`config.mk`:
```
export PLATFORM = sky130hd
export DESIGN_NAME = mux8_rr_scheduler
export DESIGN_NICKNAME = d
export VERILOG_FILES = /design/src/rtl/mux8_rr_scheduler.sv
export SDC_FILE = /design/constraint.sdc
export NUM_CORES = 1
export LEC_CHECK = 0
export ABC_AREA = 0
export BUFFER_PORTS_ARGS = -buffer_cell sky130_fd_sc_hd__buf_4
export CAP_MARGIN = 40
export CORE_ASPECT_RATIO = 0.6
export CORE_MARGIN = 5
export CORE_UTILIZATION = 40
export CTS_BUF_LIST = sky130_fd_sc_hd__clkbuf_4 sky130_fd_sc_hd__clkbuf_8
export DETAILED_ROUTE_END_ITERATION = 8
export GPL_TIMING_DRIVEN = 0
export SLEW_MARGIN = 20
export SYNTH_ARGS = -nofsm -noshare
export SYNTH_HDL_FRONTEND = slang
export SYNTH_SLANG_ARGS = --single-unit
```
`constraint.sdc`:
```
create_clock -name clk -period 3.9 [get_ports clk]
set_input_delay 0.195 -clock clk [delete_from_list [all_inputs] [get_ports clk]]
set_output_delay 0.195 -clock clk [all_outputs]
set_load 0.005 [all_outputs]
```
`src/rtl/mux8_rr_scheduler.sv`:
```
// ============================================================================
//  Module   : mux8_rr_scheduler (with helper mux8_1)
//  Function : Round-robin, time-sliced scheduler that shares one 8:1 bit mux
//             among eight requesters. One-hot grant, binary select and
//             gnt_valid are registered. data_out is combinational from data_in.
//  Options  : MUX8_SCHED_LOCK_EN - when defined, an owner asserting lock is
//             not pre-empted and its hold counter is frozen. When undefined,
//             the lock port is present but ignored.
//  Params   : MAX_HOLD (1..255) grant slice length in cycles,
//             CNT_W >= clog2(MAX_HOLD+1) hold counter width.
//  Revision : 1.0 - initial release
// ============================================================================
`default_nettype none

// ----------------------------------------------------------------------------
//  mux8_1 : plain 8:1 single-bit select, purely combinational
// ----------------------------------------------------------------------------
module mux8_1 (
    input  logic [7:0] d,
    input  logic [2:0] sel,
    output logic       y
);

    // Bit select of the addressed input
    always_comb begin
        y = d[sel];
    end

endmodule

// ----------------------------------------------------------------------------
//  mux8_rr_scheduler : arbiter FSM around the shared mux8_1
// ----------------------------------------------------------------------------
module mux8_rr_scheduler #(
    parameter int unsigned MAX_HOLD = 4,
    parameter int unsigned CNT_W    = 8
) (
    input  logic       clk,
    input  logic       rst,
    input  logic [7:0] req,
    input  logic [7:0] data_in,
    input  logic       lock,
    output logic [7:0] gnt,
    output logic [2:0] sel,
    output logic       gnt_valid,
    output logic       data_out
);

    // Last legal hold count of a slice; reaching it is the pre-emption point
    localparam logic [CNT_W-1:0] C_HOLD_LAST = CNT_W'(MAX_HOLD - 1);

    typedef enum logic [0:0] {
        S_IDLE  = 1'b0,
        S_GRANT = 1'b1
    } state_t;

    state_t           r_state;
    logic [2:0]       r_ptr;
    logic [CNT_W-1:0] r_hold_cnt;
    logic [7:0]       r_gnt;
    logic [2:0]       r_sel;
    logic             r_gnt_valid;

    logic [7:0]       w_owner_1h;
    logic [7:0]       w_cand;
    logic [2:0]       w_base;
    logic [2:0]       w_next_idx;
    logic             w_next_found;
    logic             w_owner_req;
    logic             w_others;
    logic             w_slice_end;
    logic             w_lock_hold;
    logic             w_mux_y;

`ifdef MUX8_SCHED_LOCK_EN
    // Owner lock freezes the slice; release still takes priority in the FSM
    assign w_lock_hold = lock;
`else
    // Lock feature compiled out: the port is accepted and discarded
    logic w_unused_lock;
    assign w_unused_lock = lock;
    assign w_lock_hold   = 1'b0;
`endif

    // Owner decode and the condition terms used by the GRANT state
    always_comb begin
        w_owner_1h  = 8'd1 << r_sel;
        w_owner_req = |(req & w_owner_1h);
        w_others    = |(req & ~w_owner_1h);
        w_slice_end = (r_hold_cnt == C_HOLD_LAST);
    end

    // Candidate set and search start: from ptr when idle, otherwise from the
    // index after the owner with the owner itself excluded. On a release the
    // owner's req is already low, so the same search serves both the release
    // and the slice-expiry handover.
    always_comb begin
        if (r_state == S_IDLE) begin
            w_cand = req;
            w_base = r_ptr;
        end else begin
            w_cand = req & ~w_owner_1h;
            w_base = 3'(r_sel + 3'd1);
        end
    end

    // First set candidate in circular order base, base+1, ... base+7
    always_comb begin
        logic [2:0] idx;
        w_next_found = 1'b0;
        w_next_idx   = 3'd0;
        idx          = 3'd0;
        for (int i = 0; i < 8; i++) begin
            idx = 3'(w_base + 3'(i));
            if (!w_next_found && w_cand[idx]) begin
                w_next_found = 1'b1;
                w_next_idx   = idx;
            end
        end
    end

    // Scheduler FSM with registered grant, select, valid and hold counter
    always_ff @(posedge clk) begin
        if (rst) begin
            r_state     <= S_IDLE;
            r_ptr       <= 3'd0;
            r_hold_cnt  <= '0;
            r_gnt       <= 8'd0;
            r_sel       <= 3'd0;
            r_gnt_valid <= 1'b0;
        end else begin
            case (r_state)
                S_IDLE: begin
                    r_hold_cnt <= '0;
                    if (w_next_found) begin
                        r_gnt       <= 8'd1 << w_next_idx;
                        r_sel       <= w_next_idx;
                        r_gnt_valid <= 1'b1;
                        r_state     <= S_GRANT;
                    end
                end

                S_GRANT: begin
                    if (!w_owner_req) begin
                        // Release: move priority past the owner and hand over
                        // back-to-back if anyone else is waiting
                        r_ptr      <= 3'(r_sel + 3'd1);
                        r_hold_cnt <= '0;
                        if (w_next_found) begin
                            r_gnt       <= 8'd1 << w_next_idx;
                            r_sel       <= w_next_idx;
                            r_gnt_valid <= 1'b1;
                        end else begin
                            // sel keeps its last value while idle
                            r_gnt       <= 8'd0;
                            r_gnt_valid <= 1'b0;
                            r_state     <= S_IDLE;
                        end
                    end else if (w_lock_hold) begin
                        // Locked owner: no pre-emption, counter frozen
                        r_hold_cnt <= r_hold_cnt;
                    end else if (w_slice_end && w_others) begin
                        // Slice expired with waiters: pre-empt the owner
                        r_ptr       <= 3'(r_sel + 3'd1);
                        r_hold_cnt  <= '0;
                        r_gnt       <= 8'd1 << w_next_idx;
                        r_sel       <= w_next_idx;
                        r_gnt_valid <= 1'b1;
                    end else if (w_slice_end) begin
                        // Nobody waiting: keep the grant, counter saturated
                        r_hold_cnt <= r_hold_cnt;
                    end else begin
                        r_hold_cnt <= r_hold_cnt + 1'b1;
                    end
                end

                default: begin
                    r_state     <= S_IDLE;
                    r_gnt       <= 8'd0;
                    r_gnt_valid <= 1'b0;
                    r_hold_cnt  <= '0;
                end
            endcase
        end
    end

    // Shared data channel: the mux is steered by the registered select
    mux8_1 u_mux (
        .d   (data_in),
        .sel (r_sel),
        .y   (w_mux_y)
    );

    // Output drive; data is forced low when nobody owns the channel
    always_comb begin
        gnt       = r_gnt;
        sel       = r_sel;
        gnt_valid = r_gnt_valid;
        data_out  = r_gnt_valid & w_mux_y;
    end

endmodule

`default_nettype wire

```
* Word-level counts from Yosys, hierarchy flattened
Cells that the tools add are included.
** Cells by class
- $add $sub $neg :: 9
- $lt $le $gt $ge :: 9
- Eq/ne operators :: 5
- Shifts and indexed selects :: 2
- Mux-type cells :: 58
- Bitwise logic cells :: 5
- Reduce and logical (&&, ||, !) cells :: 19
** Operators with widths (count)
- 8-bit 2-to-1 mux :: 8
- 3-bit 2-to-1 mux :: 14
- 3-bit by 4-bit < comparator with 1-bit output, second input constant :: 9
- 8-bit case mux with 2 select lines :: 2
- 1-bit binary-select mux with 3-bit select :: 9
- 1-bit 2-to-1 mux :: 22
- 8-bit bitwise AND :: 2
- 8-bit OR reduction :: 2
- 1-bit by 3-bit << shifter with 8-bit output, first input constant :: 2
- 3-bit adder, second input constant :: 4
- 8-bit by 1-bit adder with 8-bit output, second input constant :: 1
- 8-bit by 2-bit == test with 1-bit output, second input constant :: 1
- 1-bit logical AND :: 8
- 8-bit NOT :: 1
- 1-bit logical NOT :: 7
- 3-bit by 1-bit adder with 3-bit output, second input constant :: 2
- 3-bit by 2-bit adder with 3-bit output, second input constant :: 2
- 3-bit case mux with 2 select lines :: 1
- 4-bit by 3-bit inequality test with 1-bit output, second input constant :: 1
- 1-bit case mux with 2 select lines :: 2
- 2-bit AND reduction :: 2
- 3-bit by 2-bit inequality test with 1-bit output, second input constant :: 1
- 2-bit by 1-bit inequality test with 1-bit output, second input constant :: 1
- 2-bit inequality test, second input constant :: 1
- other kinds (2) :: 2
** Word-level totals
- Flip-flop bits (word level) :: 24
- Bits of input ports :: 19
- Logic and storage cells :: 113

* Logic depth before layout (Yosys ltp)
Gate-level depths: netlist of the first run.
- Word-level depth :: 32
- Mapped depth :: 15
- Gate-level depth less buffers :: 12

* By module
From an unflattened synthesis of the first run, not the netlist that was laid out.
** Second synthesis, totals
- Cell total of the unflattened synthesis :: 306
- Area total of the unflattened synthesis :: 2488.6 um2
** By module, submodules not included
- mux8_rr_scheduler :: times used 1, cells an instance 303, area each 2424.8 um2, seq. area each 480.5 um2
- mux8_1 :: times used 1, cells an instance 3, area each 63.8 um2, seq. area each 0.0 um2

* Least setup slack after synthesis of the first run
Ideal clock, no wire load.
- Path type :: flip-flop to flip-flop
- From :: reg r_sel[0] (netlist: sel[0])
- To :: reg r_gnt[3] (netlist: gnt[3])
- Setup time :: 117 ps
- Data arrival time :: 3923 ps
- Slack :: -141 ps
- Stages on the path, launching flop included :: 15
- Buffers on the path :: 2
- Period minus slack after synthesis :: 4041 ps
- Cell sequence :: dfxtp_1 > inv_1 > ha_1 > mux2_4 > buf_6 > inv_4 > ha_1 > buf_1 > mux4_2 > a2111oi_1 > nor4_1 > or3_1 > a21oi_1 > o221ai_1 > a32o_1
** On the way
- Word-level cells in the longest chain between the ends :: 32
- Elaborated cells between the ends (all ways) :: 72
** Ends and longest elaborated chain
- from (decl) :: RTL line 61 : logic [2:0] r_sel;
- from (signal assigned) :: RTL line 137 : r_sel <= w_next_idx;
- from (signal assigned) :: RTL line 151 : r_sel <= w_next_idx;
- from (signal assigned) :: RTL line 167 : r_sel <= w_next_idx;
- branches (longest 32 deep; another with 3-bit by 1-bit adder with 3-bit output)
- to (signal assigned) :: RTL line 136 : r_gnt <= 8'd1 << w_next_idx;
- to (signal assigned) :: RTL line 150 : r_gnt <= 8'd1 << w_next_idx;
- to (signal assigned) :: RTL line 166 : r_gnt <= 8'd1 << w_next_idx;
- to (decl) :: RTL line 60 : logic [7:0] r_gnt;
Parallel ways; which one is timed is not known. The select of a mux whose other input is x is not followed.
A chain may end at the register's enable or synchronous reset.

* Worst setup path after layout of the first run
Ends and elaborated chain as after synthesis.

==> qor.yml, run 1 <==
outcome: "complete, no violations"
internal_power_mw: 1.35
min_to: "gnt[0]$_SDFFE_PP0P_"
stdcell_area_um2: 2890
start_util: 0.412
max_slew_margin: 0.535
whs_path_depth: 4
synth_top_area_frac: 0.209
syn-num-nets: 288
setup_slack_ns: 0.191
grt_antenna_before_repair: 0
synth_edf_count: 0
die_w_um: 108
syn_inst: 260
grt.total_usage: 0.188
wirelength_um: 6640
crit_path_end_kind: "register"
io_buffers: 30
start_kind: "register"
syn_area_um2: 2290
yosys.area.top_type: "dfxtp_1"
cts_made_buffers: 3
dp.final_hpwl_um: 5030
grt_pass1_wl_um: 10900
crit_chain: "inv_1 > ha_1 > mux2_4 > clkinv_8 > ha_1 > buf_6 > mux4_2 > buf_4 > nor2_1 > and4b_2 > and3_1 > buf_4 > a31oi_1 > a22o_1 > a32o_1"
final_layout_size_suffix_gt1_frac: 0.334
place_inst: 370
rr_worst_depth: 15
place_ws_ns: -0.693
p_total_mw: 2.54
swShare: 0.468
grt_max_degree: 15
p_seq_frac: 0.140
regToRegEndpoint: "gnt[3]$_SDFFE_PP0P_"
holdWs_ns: 0.295
finalSetupTns_ns: 0
wl_per_cell_um: 17.1
cts_root_buf: "clkbuf_8"
diodes: 0
yosys_warnings: 0
synthToLayoutAreaGrowth_pct: 26.0
required_ns: 4.07
criticalPathCategory: "register to register"
cts.path.max_buffers: 2
clkPwrFrac: 0.087
min_from: "rst"
yosys_register_bits: 24
core_um2: 5570
tightest_slew_ns: 0.679
rsz0062_at_grt: "false"
io_pins: 32
seq_area_um2: 488
power.leakage_nw: 1.17
seq_area_frac_synth: 0.209
ys_types: 70
cts.sinks: 24
p_switching_mw: 1.19
fillerInstances: 544
post-route-period-util: 0.951
critPathMaxFanout: 6
row_count: 21
grt_overflow: 0
clock_skew_ns: 0.00507
vias: 2259
fin_cells: 388
startpoint: "sel[0]$_SDFFE_PP0P_"
die_h_um: 68.7
drc: 0
final.min_clock_period_ns: 3.71
cap_viol_max_count: 0
reg2reg_setup_slack_ns: 0.19
dpl_cell_area_um2: 2620
syn_area_per_cell_um2: 8.83
die_area_um2: 7400
slew_violations: 0
clock.fmax_mhz: 270
synth.most_common_cell: "nand2_1"
setup_violations: 0
postCtsHoldBufs: 0
dr.pass1.iters: 4
cts-htree-levels: 1
p_per_area_nw_per_um2: 880
cp_slowest_cell: "mux4_2"
post-route-util: 0.519
ir_worst_vdd_mv: 0.310
clkLatencyLatePin_ns: 0.27
synth_common_cells: "nand2_1 (27), dfxtp_1 (24), nor2_1 (22), a21oi_1 (14), inv_1 (14)"
vias_per_cell: 5.82
hold_viol_final: 0
drtIter0Drc: 157
multiInputGateArea_um2: 1770
layout.nets: 337
slowest_delay_ns: 0.62
synthFlopType: "dfxtp_1"
r2r_start: "sel[0]$_SDFFE_PP0P_"
clkTransAtPathRegs_ns: 0.09
ant_nets: 0
cp_data_arrival_time_ns: 3.88
hold_path.class: "input port to register"
p_comb_frac: 0.773
gp_congestion: 0.944
grt_pass1_vias: 2108
yosys-top-cells-area: "dfxtp_1 (21%), mux4_2 (9.8%), ha_1 (4.9%)"
cts_tree: "built"
synth-async-reset-ratio: 0
-- placed cells by master, fill, tap and decap left out, types with 3 or more instances in the layout --
cell and count:
nor4_4 3, and3_1 3, nand3_1 5, a222oi_1 3, a32o_1 4, mux2_2 5
dfxtp_1 22, o31ai_1 4, o21ai_0 4, xor2_1 4, ha_1 9, buf_4 47
a21o_1 3, a21oi_1 13, mux2_4 3, o22ai_1 5, nor2_1 22, xnor2_1 5
inv_1 14, nand2b_1 7, nand2_1 27, mux2i_1 8, a31oi_1 4, clkbuf_8 3
or3_1 3, a221o_1 3, mux4_2 10
-- layout make-up --
cell class                      count  area share
Clock buffer                        3      0.0143
Timing Repair Buffer               45       0.117
Clock inverter                      1      0.0104
Multi-Input combinational cell    210       0.611
Inverter                           18      0.0286
Sequential cell                    24       0.169
Tap cell                           80      0.0346
Buffer                              7      0.0152
-- repair_timing --
action / CTS / global route
resized for setup: 14 / 8
setup endpoints to repair: 11 / 11
setup buffers: 9 / 6
pin swaps: 4 / 4
-- worst max-delay path, delay by kind of cell (launching register included) --
family,cells,cell delay (ns)
mux,2,0.84
compound gates,3,0.61
buf+inv,5,0.61
simple gates,3,0.59
fa+ha+maj,2,0.58
flops,1,0.37
-- sequential cells by signal, indices dropped and copies added (netlist names) --
register / count
gnt_valid: 1
r_ptr: 3
r_state: 1
gnt: 8
r_hold_cnt: 8
sel: 3
-- per-layer routing --
metal / up-vias / share of wire / global-route usage
li1: 1093 / - / -
met1: 1081 / 0.54 / 0.311
met2: 78 / 0.39 / 0.245
met3: 7 / 0.064 / 0.0316
met4: 0 / 0.0084 / 0.0346
met5: - / 0 / 0
-- logic make-up (layout without fill, tap and decap cells) --
family	after synthesis	in the layout	synth area share
AOI/OAI and AO/OA	75	75	0.252
xor gates and xnor gates	10	10	0.0414
adders and majority gates	9	9	0.0491
buffers and inverters	26	74	0.0523
DFF	24	24	0.209
muxes	27	27	0.182
and+or+nand+nor	89	89	0.214
-- power by group through the flow --
stage | Combinational, mW | Sequential [mW] | Clock, mW
floorplan | 1.28 | 0.361 | 0
global placement | 1.66 | 0.374 | 0
detailed placement | 1.68 | 0.374 | 0
CTS | 1.85 | 0.358 | 0.223
global route | 2.13 | 0.366 | 0.241
finish | 1.97 | 0.356 | 0.222
-- how the worst max path moves through the flow --
stage	cells past startpoint	slack, ns	endpoint
floorplan	14	0.02	gnt[3]$_SDFFE_PP0P_
global placement	14	-0.66	gnt[2]$_SDFFE_PP0P_
detailed placement	14	-0.69	gnt[2]$_SDFFE_PP0P_
CTS	16	0.04	gnt[3]$_SDFFE_PP0P_
global route	15	0.02	sel[2]$_SDFFE_PP0P_
finish	15	0.19	gnt[3]$_SDFFE_PP0P_
(Power assumes the default switching activity.)
==> run 2: changes to the inputs <==
- SETUP_SLACK_MARGIN: unset -> 0.2
- clock period: 3.9 -> 3.8 ns (I/O delays scaled with it)
==> run 2 against run 1 <==
- final cell count grew 1.5%
- utilization grew 3.1 points
- die area is the same
- clock-buffer cell count is the same
- critical path depth is the same
- largest power group unchanged
==> qor.yml, run 2 (same netlist as run 1, synthesis figures left out) <==
grt_max_degree: 15  # unchanged
internal_power_mw: 1.52  # was 1.35 mW
stdcell_area_um2: 3060  # was 2890 µm²
clock_skew_ns: 0.00571  # was 0.00507 ns
reg2reg_setup_slack_ns: 0.15  # was 0.19 ns
outcome: "complete, no violations"  # unchanged
gp_congestion: 0.920  # was 0.944
whs_path_depth: 4  # unchanged
criticalPathCategory: "register to register"  # unchanged
cp_data_arrival_time_ns: 3.83  # was 3.88 ns
final_cell_mix: "buf_4 (49), nand2_1 (26), nor2_1 (22), dfxtp_1 (21), inv_1 (12)"  # was buf_4 (47), nand2_1 (27), nor2_1 (22), dfxtp_1 (22), inv_1 (14)
rsz0062_at_grt: "true"  # was false
p_switching_mw: 1.32  # was 1.19 mW
rr_worst_depth: 15  # unchanged
layout.nets: 343  # was 337
grt_antenna_before_repair: 0  # unchanged
final_common_cell: "buf_4"  # unchanged
cts_root_buf: "clkbuf_8"  # unchanged
diodes: 0  # unchanged
cp-endpoint: "gnt[1]$_SDFFE_PP0P_"  # was gnt[3]$_SDFFE_PP0P_
die_area_um2: 7400  # unchanged
swShare: 0.464  # was 0.468
cts.path.max_buffers: 2  # unchanged
slew_violations: 0  # unchanged
io_buffers: 30  # unchanged
drc: 0  # unchanged
dr.pass1.iters: 5  # was 4
wirelength_um: 6590  # was 6640 µm
power.leakage_nw: 1.23  # was 1.17 nW
max_slew_margin: 0.555  # was 0.535
row_count: 21  # unchanged
r2r_start: "sel[1]$_SDFFE_PP0P_"  # was sel[0]$_SDFFE_PP0P_
dp.final_hpwl_um: 4850  # was 5030 µm
required_ns: 3.97  # was 4.07 ns
ant_nets: 0  # unchanged
vias_per_cell: 5.84  # was 5.82
hold_path.class: "input port to register"  # unchanged
vias: 2302  # was 2259
cts_tree: "built"  # unchanged
crit_path_end_kind: "register"  # unchanged
grt_pass1_wl_um: 10500  # was 10900 µm
regToRegEndpoint: "gnt[1]$_SDFFE_PP0P_"  # was gnt[3]$_SDFFE_PP0P_
clkPwrFrac: 0.079  # was 0.087
grt.total_usage: 0.180  # was 0.188
die_w_um: 108  # unchanged
cts-htree-levels: 1  # unchanged
post-route-util: 0.550  # was 0.519
p_seq_frac: 0.131  # was 0.140
tightest_slew_ns: 0.651  # was 0.679 ns
p_total_mw: 2.84  # was 2.54 mW
synthToLayoutAreaGrowth_pct: 33.5  # was 26.0%
clock.fmax_mhz: 274  # was 270 MHz
final_layout_size_suffix_gt1_frac: 0.392  # was 0.334
p_comb_frac: 0.790  # was 0.773
wl_per_cell_um: 16.7  # was 17.1 µm
finalSetupTns_ns: 0  # unchanged
dpl_cell_area_um2: 2700  # was 2620 µm²
cts_made_buffers: 3  # unchanged
ir_worst_vdd_mv: 0.321  # was 0.310 mV
post-route-period-util: 0.961  # was 0.951
io_pins: 32  # unchanged
clkTransAtPathRegs_ns: 0.09  # about the same
clkLatencyLatePin_ns: 0.27  # about the same
start_kind: "register"  # unchanged
critPathMaxFanout: 5  # was 6
core_um2: 5570  # unchanged
place_inst: 370  # unchanged
fin_cells: 394  # was 388
start_util: 0.412  # unchanged
startpoint: "sel[1]$_SDFFE_PP0P_"  # was sel[0]$_SDFFE_PP0P_
grt_pass1_vias: 2053  # was 2108
cap_viol_max_count: 0  # unchanged
grt_overflow: 0  # unchanged
final.min_clock_period_ns: 3.65  # was 3.71 ns
cts.sinks: 24  # unchanged
setup_violations: 0  # unchanged
drtIter0Drc: 175  # was 157
die_h_um: 68.7  # unchanged
p_per_area_nw_per_um2: 927  # was 880 nW/µm²
hold_viol_final: 0  # unchanged
[run 2: changes by cell type in the layout (fill, tap and decap cells not counted), sizes merged]
cell	change
buf	+6
clkinv	-1
inv	+1
[run 2: power by group through the flow]
| stage | Sequential [mW] | Combinational [mW] | Clock [mW] |
|---|---|---|---|
| 2_1_floorplan | 0.376 | 1.40 | 0 |
| 3_3_place_gp | 0.390 | 1.81 | 0 |
| 3_5_place_dp | 0.388 | 1.80 | 0 |
| 4_1_cts | 0.369 | 2.10 | 0.231 |
| 5_1_grt | 0.380 | 2.40 | 0.243 |
| 6_report | 0.372 | 2.24 | 0.225 |
[run 2: per-stage QoR]
step / hold WS (ns) / worst slack, ns
finish: 0.258 / 0.149
global route: 0.266 / 0.0472
CTS: 0.359 / 0.176
detailed placement: 0.450 / -0.213
global placement: 0.441 / -0.248
floorplan: 0.437 / 0.204
[run 2: worst min-delay path by stage]
| stage | from | endpoint | slack (ns) |
|---|---|---|---|
| 2_1_floorplan | r_ptr[2]$_SDFFE_PP0P_ | r_ptr[2]$_SDFFE_PP0P_ | 0.44 |
| 3_3_place_gp | gnt[4]$_SDFFE_PP0P_ | gnt[4]$_SDFFE_PP0P_ | 0.44 |
| 3_5_place_dp | gnt[2]$_SDFFE_PP0P_ | gnt[2]$_SDFFE_PP0P_ | 0.45 |
| 4_1_cts | rst | gnt[2]$_SDFFE_PP0P_ | 0.36 |
| 5_1_grt | rst | gnt[2]$_SDFFE_PP0P_ | 0.27 |
| 6_report | rst | gnt[2]$_SDFFE_PP0P_ | 0.26 |
[run 2: worst max-delay path: stages, from the launching register on]
cell	delay, ns
dfxtp_4	0.39
inv_4	0.04
ha_4	0.27
mux2_4	0.15
buf_12	0.12
inv_12	0.03
ha_4	0.25
buf_8	0.11
mux4_2	0.61
buf_6	0.17
nor4_4	0.21
or4_4	0.21
nand2_2	0.07
or4_4	0.50
o221a_4	0.16
a32o_1	0.24
[run 2: metal layers]
layer | wire (µm) | vias to the layer above | GRT usage
met5 | 0 | - | 0
met4 | 67 | 0 | 0.0488
met1 | 3440 | 1102 | 0.285
met2 | 2560 | 90 | 0.246
met3 | 520 | 7 | 0.0279
li1 | - | 1103 | -
[run 2: layout make-up]
cell class,count,area [µm²]
multi-input cells,210,1860
plain buffers,8,71.3
clock buffers,3,41.3
clock inverters,1,30.0
repair buffers,50,383
inverters,18,87.6
fillers,538,2510
flip-flops and latches,24,489
well taps,80,100
[run 2: timing repair]
action,CTS,global route
pin swaps,9,13
setup endpoints to repair,11,11
hold buffers,0,0
setup buffers,14,6
gates resized for setup,18,12
